## config.mk

```make
export PLATFORM = sky130hd
export DESIGN_NAME = bcd_countdown_timer
export DESIGN_NICKNAME = d
export VERILOG_FILES = /design/src/rtl/bcd_countdown_timer.sv
export SDC_FILE = /design/constraint.sdc
export NUM_CORES = 1
export LEC_CHECK = 0
export ABC_AREA = 1
export BUFFER_PORTS_ARGS = -buffer_cell sky130_fd_sc_hd__buf_4
export CAP_MARGIN = 20
export CORE_ASPECT_RATIO = 0.9
export CORE_UTILIZATION = 58
export DETAILED_ROUTE_END_ITERATION = 16
export PLACE_DENSITY = 0.87
export SLEW_MARGIN = 20
export SYNTH_ARGS = -nofsm -noshare
export SYNTH_HDL_FRONTEND = slang
export SYNTH_SLANG_ARGS = --single-unit
```

## constraint.sdc

```tcl
create_clock -name clk -period 3.7 [get_ports clk]
set_clock_uncertainty 0.15 [all_clocks]
set_input_delay 0.185 -clock clk [delete_from_list [all_inputs] [get_ports clk]]
set_output_delay 0.185 -clock clk [all_outputs]
set_load 0.05 [all_outputs]
```

## src/rtl/bcd_countdown_timer.sv

```systemverilog
// Multi-digit BCD countdown timer: load/clamp, borrow-chain decrement, pause,
// optional auto-reload, one-cycle timeout pulse and sticky expired level.
module bcd_countdown_timer #(
  parameter int unsigned DIGITS = 2
) (
  input  logic                  clk,
  input  logic                  rst,
  input  logic                  reconfig,
  input  logic [4*DIGITS-1:0]   load_value,
  input  logic                  tick,
  input  logic                  pause,
  input  logic                  auto_reload,
  output logic [4*DIGITS-1:0]   count,
  output logic                  running,
  output logic                  timeout,
  output logic                  expired
);

  localparam int unsigned W = 4 * DIGITS;

  typedef enum logic [1:0] {IDLE, RUN, PAUSED, EXPIRED} stateT;

  stateT          state, stateNext;
  logic [W-1:0]   reloadReg, reloadNext, countNext;
  logic [W-1:0]   loadClamped, decremented;
  logic           timeoutNext;

  function automatic logic [W-1:0] clampBcd(input logic [W-1:0] v);
    logic [W-1:0] r;
    r = v;
    for (int unsigned i = 0; i < DIGITS; i++)
      if (v[4*i +: 4] > 4'd9) r[4*i +: 4] = 4'd9;
    return r;
  endfunction

  // Digit 0 always takes the borrow; a zero digit wraps to 9 and passes it on.
  function automatic logic [W-1:0] decBcd(input logic [W-1:0] v);
    logic [W-1:0] r;
    logic         borrow;
    r      = v;
    borrow = 1'b1;
    for (int unsigned i = 0; i < DIGITS; i++) begin
      if (borrow) begin
        if (v[4*i +: 4] == 4'd0) begin
          r[4*i +: 4] = 4'd9;
        end else begin
          r[4*i +: 4] = v[4*i +: 4] - 4'd1;
          borrow      = 1'b0;
        end
      end
    end
    return r;
  endfunction

  always_comb begin
    stateNext   = state;
    countNext   = count;
    reloadNext  = reloadReg;
    timeoutNext = 1'b0;
    loadClamped = clampBcd(load_value);
    decremented = decBcd(count);

    if (reconfig) begin
      countNext  = loadClamped;
      reloadNext = loadClamped;
      stateNext  = (loadClamped != '0) ? RUN : IDLE;
    end else begin
      unique case (state)
        RUN: begin
          if (pause) begin
            stateNext = PAUSED;
          end else if (tick) begin
            if (decremented == '0) begin
              timeoutNext = 1'b1;
              if (auto_reload) begin
                countNext = reloadReg;
              end else begin
                countNext = '0;
                stateNext = EXPIRED;
              end
            end else begin
              countNext = decremented;
            end
          end
        end
        PAUSED: begin
          if (!pause) stateNext = RUN;
        end
        default: ;
      endcase
    end
  end

  // running/expired are registered from the next state so every output is a flop.
  always_ff @(posedge clk or negedge rst) begin
    if (!rst) begin
      state     <= IDLE;
      count     <= '0;
      reloadReg <= '0;
      timeout   <= 1'b0;
      running   <= 1'b0;
      expired   <= 1'b0;
    end else begin
      state     <= stateNext;
      count     <= countNext;
      reloadReg <= reloadNext;
      timeout   <= timeoutNext;
      running   <= (stateNext == RUN);
      expired   <= (stateNext == EXPIRED);
    end
  end

endmodule

```

# After elaboration in Yosys (flattened, before gate mapping)
# Index checks and enable logic that the tools add are counted.
# totals
wordCells	47
ff_bits	21
input_bits	14
out_inout_bits	11
# classes
magnitude_cmp	2
reduce_logical	7
n_mux	25
n_eq_ne	5
n_addsub	2
# ops
op	count
8-bit two-way mux	6
4-bit two-way mux	5
2-bit two-way mux	6
4-bit greater-than comparator, second input constant	2
4-bit zero test	2
8-bit zero test	1
8-bit nonzero test	1
4-bit by 1-bit subtractor with 4-bit output, second input constant	2
1-bit two-way mux	7
2-bit by 1-bit equality test with 1-bit output, second input constant	2
2-bit equality test, second input constant	2
2-bit case mux with 2 select lines	1
2-bit nonzero test	2
3-bit AND reduction	1
2-bit != test, second input constant	1

# Depth between registers and ports, before layout
# Gate-level depths: netlist (run 1).
# logic_depth
ltp_word	10
ltp_mapped	12
depth_no_buf	12

# Least setup slack after synthesis (run 1)
# OpenSTA, ideal clock, no wires.
# synth_path
path_type	register -> register
from	reg count[0]
to	reg running
arrival_ns	1.672
stages_incl_launch_ff	11
n_path_buf	0
setup_slack_ns	1.738
synth_period_minus_slack_ns	1.962
setup_ns	0.140
required_ns	3.410
path_cell_list	dfrtp_1 -> inv_1 -> or2_1 -> nor2_2 -> nand3_2 -> nor2_4 -> nand3_2 -> nand2_1 -> nand2_1 -> a21oi_2 -> a21oi_1
# synth_via
elab_chain_cells	10
elab_cells_between_ends	12
classes_between	add/sub: 1; eq/ne: 1; mux: 8; reduce/logical: 2
# synth_lines
item	line_no	text
from (decl)	13	output logic [4*DIGITS-1:0] count,
from (signal assigned)	105	count <= countNext;
parallel branches: the longest is 3 deep, another holds 4-bit by 1-bit subtractor with 4-bit output	-	
8-bit zero test *	73	if (decremented == '0) begin
2-bit two-way mux *	73	
2-bit two-way mux *	72	end else if (tick) begin
2-bit two-way mux *	70	if (pause) begin
2-bit case mux with 2 select lines *	68	unique case (state)
2-bit two-way mux *	63	if (reconfig) begin
via stateNext[1]	23	stateT state, stateNext;
2-bit by 1-bit equality test with 1-bit output *	108	running <= (stateNext == RUN);
to (signal assigned)	108	
to (decl)	14	output logic running,
# Mark *: on every way through the listed nets, which the timed path passes.
# A chain may end at the register's enable or synchronous reset.

# Worst setup path in the final report (run 1)
# layout_path
from	reg count[3]
to	reg expired
# layout_via
elab_chain_cells	10
elab_cells_between_ends	12
classes_between	add/sub: 1; eq/ne: 1; mux: 8; reduce/logical: 2
# layout_lines
item	line_no	text
parallel branches: the longest is 3 deep, another holds 4-bit by 1-bit subtractor with 4-bit output	-	
8-bit zero test *	73	
2-bit two-way mux *	73	
2-bit two-way mux *	72	
2-bit two-way mux *	70	
2-bit case mux with 2 select lines *	68	
2-bit two-way mux *	63	
2-bit equality test *	109	expired <= (stateNext == EXPIRED);
to (signal assigned)	109	
to (decl)	16	output logic expired
# Mark *: on every way between the ends.

==> results of run 1 <==
[cells by family (layout without fill, tap and decap cells)]
logic type | count (synthesis) | in the layout | synth area share
flops | 21 | 21 | 0.4138
simple gates | 101 | 101 | 0.3645
compound gates | 25 | 25 | 0.1182
fa+ha+maj | 2 | 2 | 0.01970
buf+inv | 28 | 59 | 0.08374
[critical path: cells and delay by family, from the launching register on]
family             cells  cell delay (ns)
AOI/OAI and AO/OA      1             0.14
DFF                    1             0.46
and+or+nand+nor       10             1.19
[Yosys cell counts, drive strengths merged]
cell | instances | area [µm²]
nor2 | 20 | 92.58
nand2 | 51 | 198.9
clkbuf | 2 | 7.510
o21ai | 9 | 45.04
dfrtp | 21 | 525.5
nand3b | 1 | 7.510
a22oi | 2 | 15.01
buf | 1 | 5.000
a31o | 1 | 8.760
nand3 | 21 | 115.1
a31oi | 3 | 18.77
o211ai | 2 | 15.01
a21oi | 7 | 38.79
ha | 2 | 25.02
nor3 | 1 | 5.000
inv | 25 | 93.84
o41ai | 1 | 8.760
nand4 | 5 | 31.28
or2 | 2 | 12.52
[final cells by class]
class | count | area (µm²) | area share
Multi-Input combinational cell | 128 | 638.1 | 0.4093
Tap cell | 25 | 31.28 | 0.02006
Inverter | 25 | 93.84 | 0.06019
Clock inverter | 1 | 7.507 | 0.004815
Clock buffer | 3 | 22.52 | 0.01445
Sequential cell | 21 | 525.5 | 0.3371
Timing Repair Buffer | 30 | 240.2 | 0.1541
[where the power goes]
group	internal [mW]	total [mW]	switching, mW
logic	0.131	0.415	0.284
clock network	0.0413	0.120	0.0783
registers	0.271	0.309	0.0384
total	0.443	0.844	0.401
[layer usage]
metal	up-vias	GRT usage
met1	590	0.3747
met3	12	0.08251
met2	87	0.5158
li1	635	-
met5	-	0
met4	0	0.07568
[how the worst max path moves through the flow]
stage,from,endpoint,cells past startpoint
floorplan,count[0],running,10
global placement,count[3],count[1],9
detailed placement,count[2],count[0],9
CTS,count[2],count[0],9
global route,count[3],expired,11
finish,count[3],expired,11
[registers in the layout, indices dropped and copies added, names as in the netlist]
signal / cells
count: 8
reloadReg: 8
state: 2
expired: 1
running: 1
timeout: 1
[stage by stage]
stage                     worst slack (ns)  hold WS (ns)
after floorplan                      1.738       -0.2606
after global placement               1.794      -0.07134
after detailed placement             1.745      -0.06666
after CTS                            1.711     0.0009067
after global routing                 1.514       0.01450
final                                1.677      0.009626
==> flow_summary.ini, run 1 <==
[grt]
grt_first_pass_wirelength_mm = 5.030
grtUsageTotal = 0.2986
grt_antenna_before_repair = 0
grt_max_degree = 22
gr-total-overflow = 0
grt_pass1_vias = 1118

[clocking]
postCtsSetupBuffers = 0
numCtsBuffers = 3
cts_htree_levels = 1
cts_resized = 0
ctsHoldBuffers = 6
cts_tree = done
clock_path_buffers = 2
clkTransAtPathRegs_ns = 0.13
cts.sinks = 21
insertion_delay_ns = 0.31
clockRootBuffer = clkbuf_4

[cells_and_area]
layout_commonest_cell = nand2_1
final_cells = 233
final_cell_area_um2 = 1559
num-fill-cells = 141
diodes = 0
drive_gt1_frac = 0.1971
syn2layout_area_growth_pct = 22.76
final_nets = 225
mostFrequentLayoutCells = nand2_1 (48), inv_1 (25), buf_4 (24), dfrtp_1 (21), nand3_1 (19)
fin_util = 0.7836

[synthesis]
synth_cell_types = 26
synth_nets = 193
netlist_area_um2 = 1270
synth_seq_area_share = 0.4138
synthCells = 177
avgSynthCellArea_um2 = 7.175
yosysWarnings = 0
synth.ff_latch_count = 21

[route]
dr.first_iter.drc_count = 92
vias = 1324
finalWirelength_mm = 3.387
drc = 0
via_per_inst = 5.682
firstDrtPassIters = 6
wl_per_cell_um = 14.54
detail-route-antenna-nets = 0
wl_met3_um = 310
wl_met1_mm = 1.387
top_layer = met4
wl_met2_mm = 1.612

[floorplanning]
core_area_um2 = 1989
initial_core_util = 0.6384
rows = 15
die_area_um2 = 2381
die_y_um = 46.39
die_x_um = 51.33
io_pins = 25

[placement]
dp.cells = 223
place_area_um2 = 1469
gp_congestion = 0.9578
portBuffers = 24
dp_hpwl_mm = 2.470

[worst_setup_path]
worstPathCellList = nor2_2 -> nand2_1 -> nor2_2 -> nand3_2 -> nor2_4 -> nand3_2 -> nand2_1 -> nand2_1 -> nand2_1 -> nand2_1 -> a21oi_1
cp-start-kind = flip-flop
crit_slowest_cell = dfrtp_1
r2r_end = expired
cp_common_cell = nand2_1
max_stage_delay_ns = 0.46
required_ns = 3.80
reg2reg_from = count[3]
ff2ff_setup_slack_ns = 1.68
end_kind = flip-flop
crit_fanout = 7
reg2reg_depth = 11
worstPathArrival_ns = 2.12
critPathKind = reg2reg

[sta]
slew_headroom = 0.6638
period_share = 0.5468
slew_viol_final = 0
max_slew.worst_pin.slew_ns = 0.4978
finalCriticalPeriod_ns = 2.023
fmax_mhz = 494.3
tns_ns = 0
final-setup-viol-count = 0
rsz0062_at_grt = no
final_hold_viol_count = 0

[job]
cap_violations = 0

[power_and_ir_drop]
p_leak_nw = 0.8031
p_per_area_nw_per_um2 = 541.6
ir_drop_mv = 0.4494
p_total_mw = 0.8444

[hold_path]
hold_class = in2reg
hold_start = reconfig
min_to = timeout
holdPathStages = 2

[outcome]
status = finished clean
(Power assumes the default switching activity.)
==> run 2, diff against run 1 <==
CORE_UTILIZATION = 49   (was 58)
PLACE_DENSITY = 0.79   (was 0.87)
clock period = 1.65 ns   (was 3.7 ns; I/O delays follow)
==> run 2 against run 1 <==
The run now ends with hold timing, setup timing left. Hold slack lost 0.054 ns. Register-to-register slack got worse by 1.9 ns. Largest power group unchanged. Sequential power is 120% higher. Die area rose by 18%. Critical path type unchanged.
==> flow_summary.ini, run 2 (same netlist as run 1, synthesis figures left out) <==
[outcome]
status = finished, violations left
violations = hold timing, setup timing

[clocking]
clkTransAtPathRegs_ns = 0.14
clock_path_buffers = 2
insertion_delay_ns = 0.32
cts.sinks = 21
numCtsBuffers = 3
ctsHoldBuffers = 22
clockRootBuffer = clkbuf_4
cts_tree = done
cts_htree_levels = 1

[placement]
portBuffers = 24
dp.cells = 242
dp_hpwl_mm = 2.545
place_ws_ns = -0.1324
place_area_um2 = 1612
gp_congestion = 0.9386

[cells_and_area]
num-fill-cells = 115
diodes = 0
top_regs = count x8, reloadReg x8, state x2
drive_gt1_frac = 0.3644
mostFrequentLayoutCells = buf_4 (47), nand2_1 (43), inv_1 (23), dlygate4sd3_1 (22)
syn2layout_area_growth_pct = 57.93
final_cells = 275
seqCellArea_um2 = 534.3
final_nets = 264
multi_input_area_um2 = 739.5
final_cell_area_um2 = 2006
layout_commonest_cell = buf_4

[sta]
tns_ns = -2.147
finalWorstSetupSlack_ns = -0.2679
slew_viol_final = 0
rsz0062_at_grt = yes
slew_headroom = 0.7760
period_share = 1.162
final-setup-viol-count = 14
fmax_mhz = 521.4
final_hold_viol_count = 1
max_slew.worst_pin.slew_ns = 0.3317
finalCriticalPeriod_ns = 1.918
hold_ws_ns = -0.04389

[grt]
grt_antenna_before_repair = 0
grtUsageTotal = 0.2955
gr-total-overflow = 0
grt_first_pass_wirelength_mm = 6.430
grt_pass1_vias = 1442
grt_max_degree = 22

[floorplanning]
die_y_um = 50.30
die_area_um2 = 2800
rows = 17
initial_core_util = 0.5192
core_area_um2 = 2446
io_pins = 25
die_x_um = 55.67

[power_and_ir_drop]
p_leak_nw = 0.9726
ir_drop_mv = 1.097
p_per_area_nw_per_um2 = 1118

[worst_setup_path]
reg2reg_depth = 12
worstPathCellList = nor2_4 -> buf_4 -> nand3_2 -> nand2_1 -> nand2_1 -> inv_2 -> nor2_4 -> nand2_2 -> nand2_1 -> o21ai_0 -> nand3_1 -> o211ai_1
reg2reg_from = count[3]
crit_buf_inv = 2
cp-start-kind = flip-flop
worstPathArrival_ns = 2.01
crit_end = count[4]
crit_fanout = 6
path_depth = 12
max_stage_delay_ns = 0.45
path_delay_family = simple AND/OR/NAND/NOR gates
crit_slowest_cell = dfrtp_2
required_ns = 1.74
critPathKind = reg2reg
cp_common_cell = nand2_1
r2r_end = count[4]
end_kind = flip-flop
ff2ff_setup_slack_ns = -0.27
cp-startpoint = count[3]

[hold_path]
hold_start = pause
hold_class = in2reg
holdPathStages = 4

[route]
firstDrtPassIters = 5
drc = 0
finalWirelength_mm = 4.572
vias = 1616
dr.first_iter.drc_count = 152
wl_per_cell_um = 16.63
via_per_inst = 5.876
detail-route-antenna-nets = 0

[job]
cap_violations = 0
run 2: timing repair:
item,4_1_cts,5_1_grt
buffers inserted,4,3
pin swaps,3,7
gates resized for setup,10,14
hold endpoints to repair,39,1
endpoints found under the setup margin,12,16
run 2: final cells by class:
| cell class | count | share of cell area |
|---|---|---|
| clock inverters | 1 | 0.003743 |
| clock buffers | 3 | 0.01123 |
| repair buffers | 69 | 0.2857 |
| flip-flops and latches | 21 | 0.2664 |
| multi-input cells | 128 | 0.3687 |
| well taps | 28 | 0.01747 |
| inverters | 25 | 0.04679 |
run 2: worst reg2reg max path: stages, from the launching register on:
cell      delay (ns)
dfrtp_2         0.45
nor2_4          0.19
buf_4           0.14
nand3_2         0.07
nand2_1         0.10
nand2_1         0.10
inv_2           0.08
nor2_4          0.04
nand2_2         0.12
nand2_1         0.09
o21ai_0         0.10
nand3_1         0.10
o211ai_1        0.10
run 2: how the worst min path moves through the flow:
stage	slack (ns)	endpoint
after floorplan	-0.36	count[0]
after global placement	-0.17	reloadReg[6]
after detailed placement	-0.17	count[7]
after CTS	0.004	timeout
after global routing	-0.03	timeout
final	-0.04	timeout
run 2: metal layers:
| layer | global-route usage | part of all wire | up-vias |
|---|---|---|---|
| li1 | - | - | 715 |
| met1 | 0.3620 | 0.36 | 733 |
| met2 | 0.5301 | 0.49 | 134 |
| met3 | 0.05412 | 0.10 | 34 |
| met4 | 0.09167 | 0.049 | 0 |
| met5 | 0 | 0 | - |
run 2: through the flow:
stage | utilization | hold slack (ns) | power (mW)
floorplan | - | -0.3631 | 1.351
global placement | 0.6588 | -0.1686 | 1.663
detailed placement | 0.6588 | -0.1673 | 1.702
CTS | 0.7867 | 0.004210 | 2.055
global route | 0.8199 | -0.03413 | 2.336
finish | 0.8199 | -0.04389 | 2.243
run 2: where the power goes:
part           internal [mW]  total (mW)  switching, mW
clock                 0.0928       0.277          0.184
combinational          0.468        1.27          0.805
sequential             0.615       0.693         0.0786
total                   1.18        2.24           1.07
==> run 3, diff against run 2 <==
ABC_CLOCK_PERIOD_IN_PS = 1650   (was unset)
REMOVE_ABC_BUFFERS = 1   (was unset)
==> run 3 against run 2 <==
Fmax grew 2.2%. The run ends with DRC, hold timing, setup timing left. Sequential share of layout area rose by 0.40 points. Hold slack better by 0.036 ns. Routed wire length decreased by 12%.
==> flow_summary.ini, run 3 (same netlist as run 1, synthesis figures left out) <==
[job]
cap_violations = 0

[worst_setup_path]
crit_fanout = 5
reg2reg_from = count[0]
ff2ff_setup_slack_ns = -0.23
r2r_end = running
reg2reg_depth = 11
end_kind = flip-flop
critPathKind = reg2reg
required_ns = 1.74
worstPathArrival_ns = 1.97
cp-start-kind = flip-flop

[floorplanning]
core_area_um2 = 2446
die_area_um2 = 2800
rows = 17
initial_core_util = 0.5192
die_x_um = 55.67
die_y_um = 50.30
io_pins = 25

[clocking]
cts.sinks = 21
clockRootBuffer = clkbuf_4
clock_path_buffers = 2
numCtsBuffers = 3
cts_htree_levels = 1
clkTransAtPathRegs_ns = 0.12
insertion_delay_ns = 0.31
cts_tree = done

[grt]
grtUsageTotal = 0.3108
met1_usage = 0.3543
grt_use_met2 = 0.5602
grt_antenna_before_repair = 0
grt_pass1_vias = 1538
met3_usage = 0.07990
grt_first_pass_wirelength_mm = 6.610
gr-total-overflow = 0
grt_max_degree = 22
gr-max-usage-layer = met2

[sta]
slew_viol_final = 0
rsz0062_at_grt = yes
slew_headroom = 0.4913
final_hold_viol_count = 1
finalWorstSetupSlack_ns = -0.2258
period_share = 1.137
hold_ws_ns = -0.007678
finalCriticalPeriod_ns = 1.876
max_slew.worst_pin.slew_ns = 0.7531
fmax_mhz = 533.1
final-setup-viol-count = 12

[cells_and_area]
drive_gt1_frac = 0.3388
top_regs = count x8, reloadReg x8, state x2
syn2layout_area_growth_pct = 53.40
diodes = 0
layout_commonest_cell = buf_4
mostFrequentLayoutCells = buf_4 (48), nand2_1 (43), inv_1 (23), dfrtp_1 (20), dlygate4sd3_1 (19)
fin_util = 0.7964
num-fill-cells = 164
final_cells = 273
final_nets = 262

[power_and_ir_drop]
p_per_area_nw_per_um2 = 1096
p_leak_nw = 0.9693
ir_drop_mv = 1.045

[route]
via_per_inst = 5.604
detail-route-antenna-nets = 0
vias = 1530
dr.first_iter.drc_count = 131
firstDrtPassIters = 10
finalWirelength_mm = 4.033
drc = 2
wl_per_cell_um = 14.77

[hold_path]
min_to = state[0]
hold_start = load_value[7]
holdPathStages = 3
hold_class = in2reg

[outcome]
status = finished, violations left
violations = DRC, hold timing, setup timing

[placement]
dp_hpwl_mm = 2.615
portBuffers = 24
gp_congestion = 0.9878
dp.cells = 244
place_ws_ns = -0.1992
==> run 3: changes by cell type in the layout (fill, tap and decap cells not counted), sizes merged <==
cell,previous run,this run
buf,47,48
clkbuf,3,4
dlygate4sd3,22,19
clkinvlp,1,0
==> run 3: power by group <==
group	switching [mW]	internal, mW
logic	0.733	0.458
registers	0.0801	0.609
clock network	0.161	0.0945
total	0.974	1.16
==> run 3: area by class of cell <==
| cell class | instances | area (µm²) | share of cell area |
|---|---|---|---|
| well taps | 28 | 35.03 | 0.01798 |
| clock buffers | 4 | 26.28 | 0.01349 |
| inverters | 25 | 93.84 | 0.04817 |
| multi-input cells | 128 | 715.7 | 0.3674 |
| repair buffers | 67 | 550.5 | 0.2826 |
| flip-flops and latches | 21 | 526.8 | 0.2704 |
==> run 3: worst max-delay path: stages (launching register included) <==
cell and delay (ns):
dfrtp_2 0.46, nor2_4 0.19, nand3_2 0.12, nand2_2 0.11, nand3_2 0.10, nor2_4 0.16
nand3_2 0.10, nand2_1 0.07, nand2_1 0.05, nand2_1 0.09, nand2_2 0.09, a21oi_2 0.13
==> run 3: per-stage QoR <==
stage          setup TNS (ns)  hold slack (ns)  instance area (µm²)  total power [mW]
3_3_place_gp          -0.7285          -0.1697                 1608             1.665
2_1_floorplan          -2.914          -0.3631                 1257             1.326
4_1_cts                -1.032         -0.06940                 1902             2.058
6_report               -1.971        -0.007678                 1948             2.135
5_1_grt                -3.675         0.001364                 1948             2.272
3_5_place_dp           -1.857          -0.1689                 1608             1.699
==> run 3: repair_timing <==
item                                    4_1_cts  5_1_grt
endpoints found under the setup margin       13       14
gates cloned                                  0        0
resized for setup                            13       12
setup buffers                                 5        1
endpoints found under the hold margin        37        0
hold buffers                                 19        0
pin swaps                                     6        7
==> run 3: worst max-delay path by stage <==
| stage | startpoint | slack [ns] | cells after the start | endpoint |
|---|---|---|---|---|
| floorplan | count[0] | -0.31 | 10 | running |
| CTS | count[0] | -0.14 | 10 | running |
| global placement | count[3] | -0.10 | 11 | expired |
| detailed placement | count[3] | -0.20 | 10 | running |
| global route | count[3] | -0.37 | 11 | running |
| finish | count[0] | -0.23 | 11 | running |
==> run 3: layer usage <==
| metal | part of all wire | up-vias | wire length, µm |
|---|---|---|---|
| met3 | 0.092 | 19 | 371 |
| met2 | 0.49 | 96 | 1991 |
| met4 | 0.039 | 0 | 158 |
| met5 | 0 | - | 0 |
| li1 | - | 717 | - |
| met1 | 0.37 | 698 | 1511 |
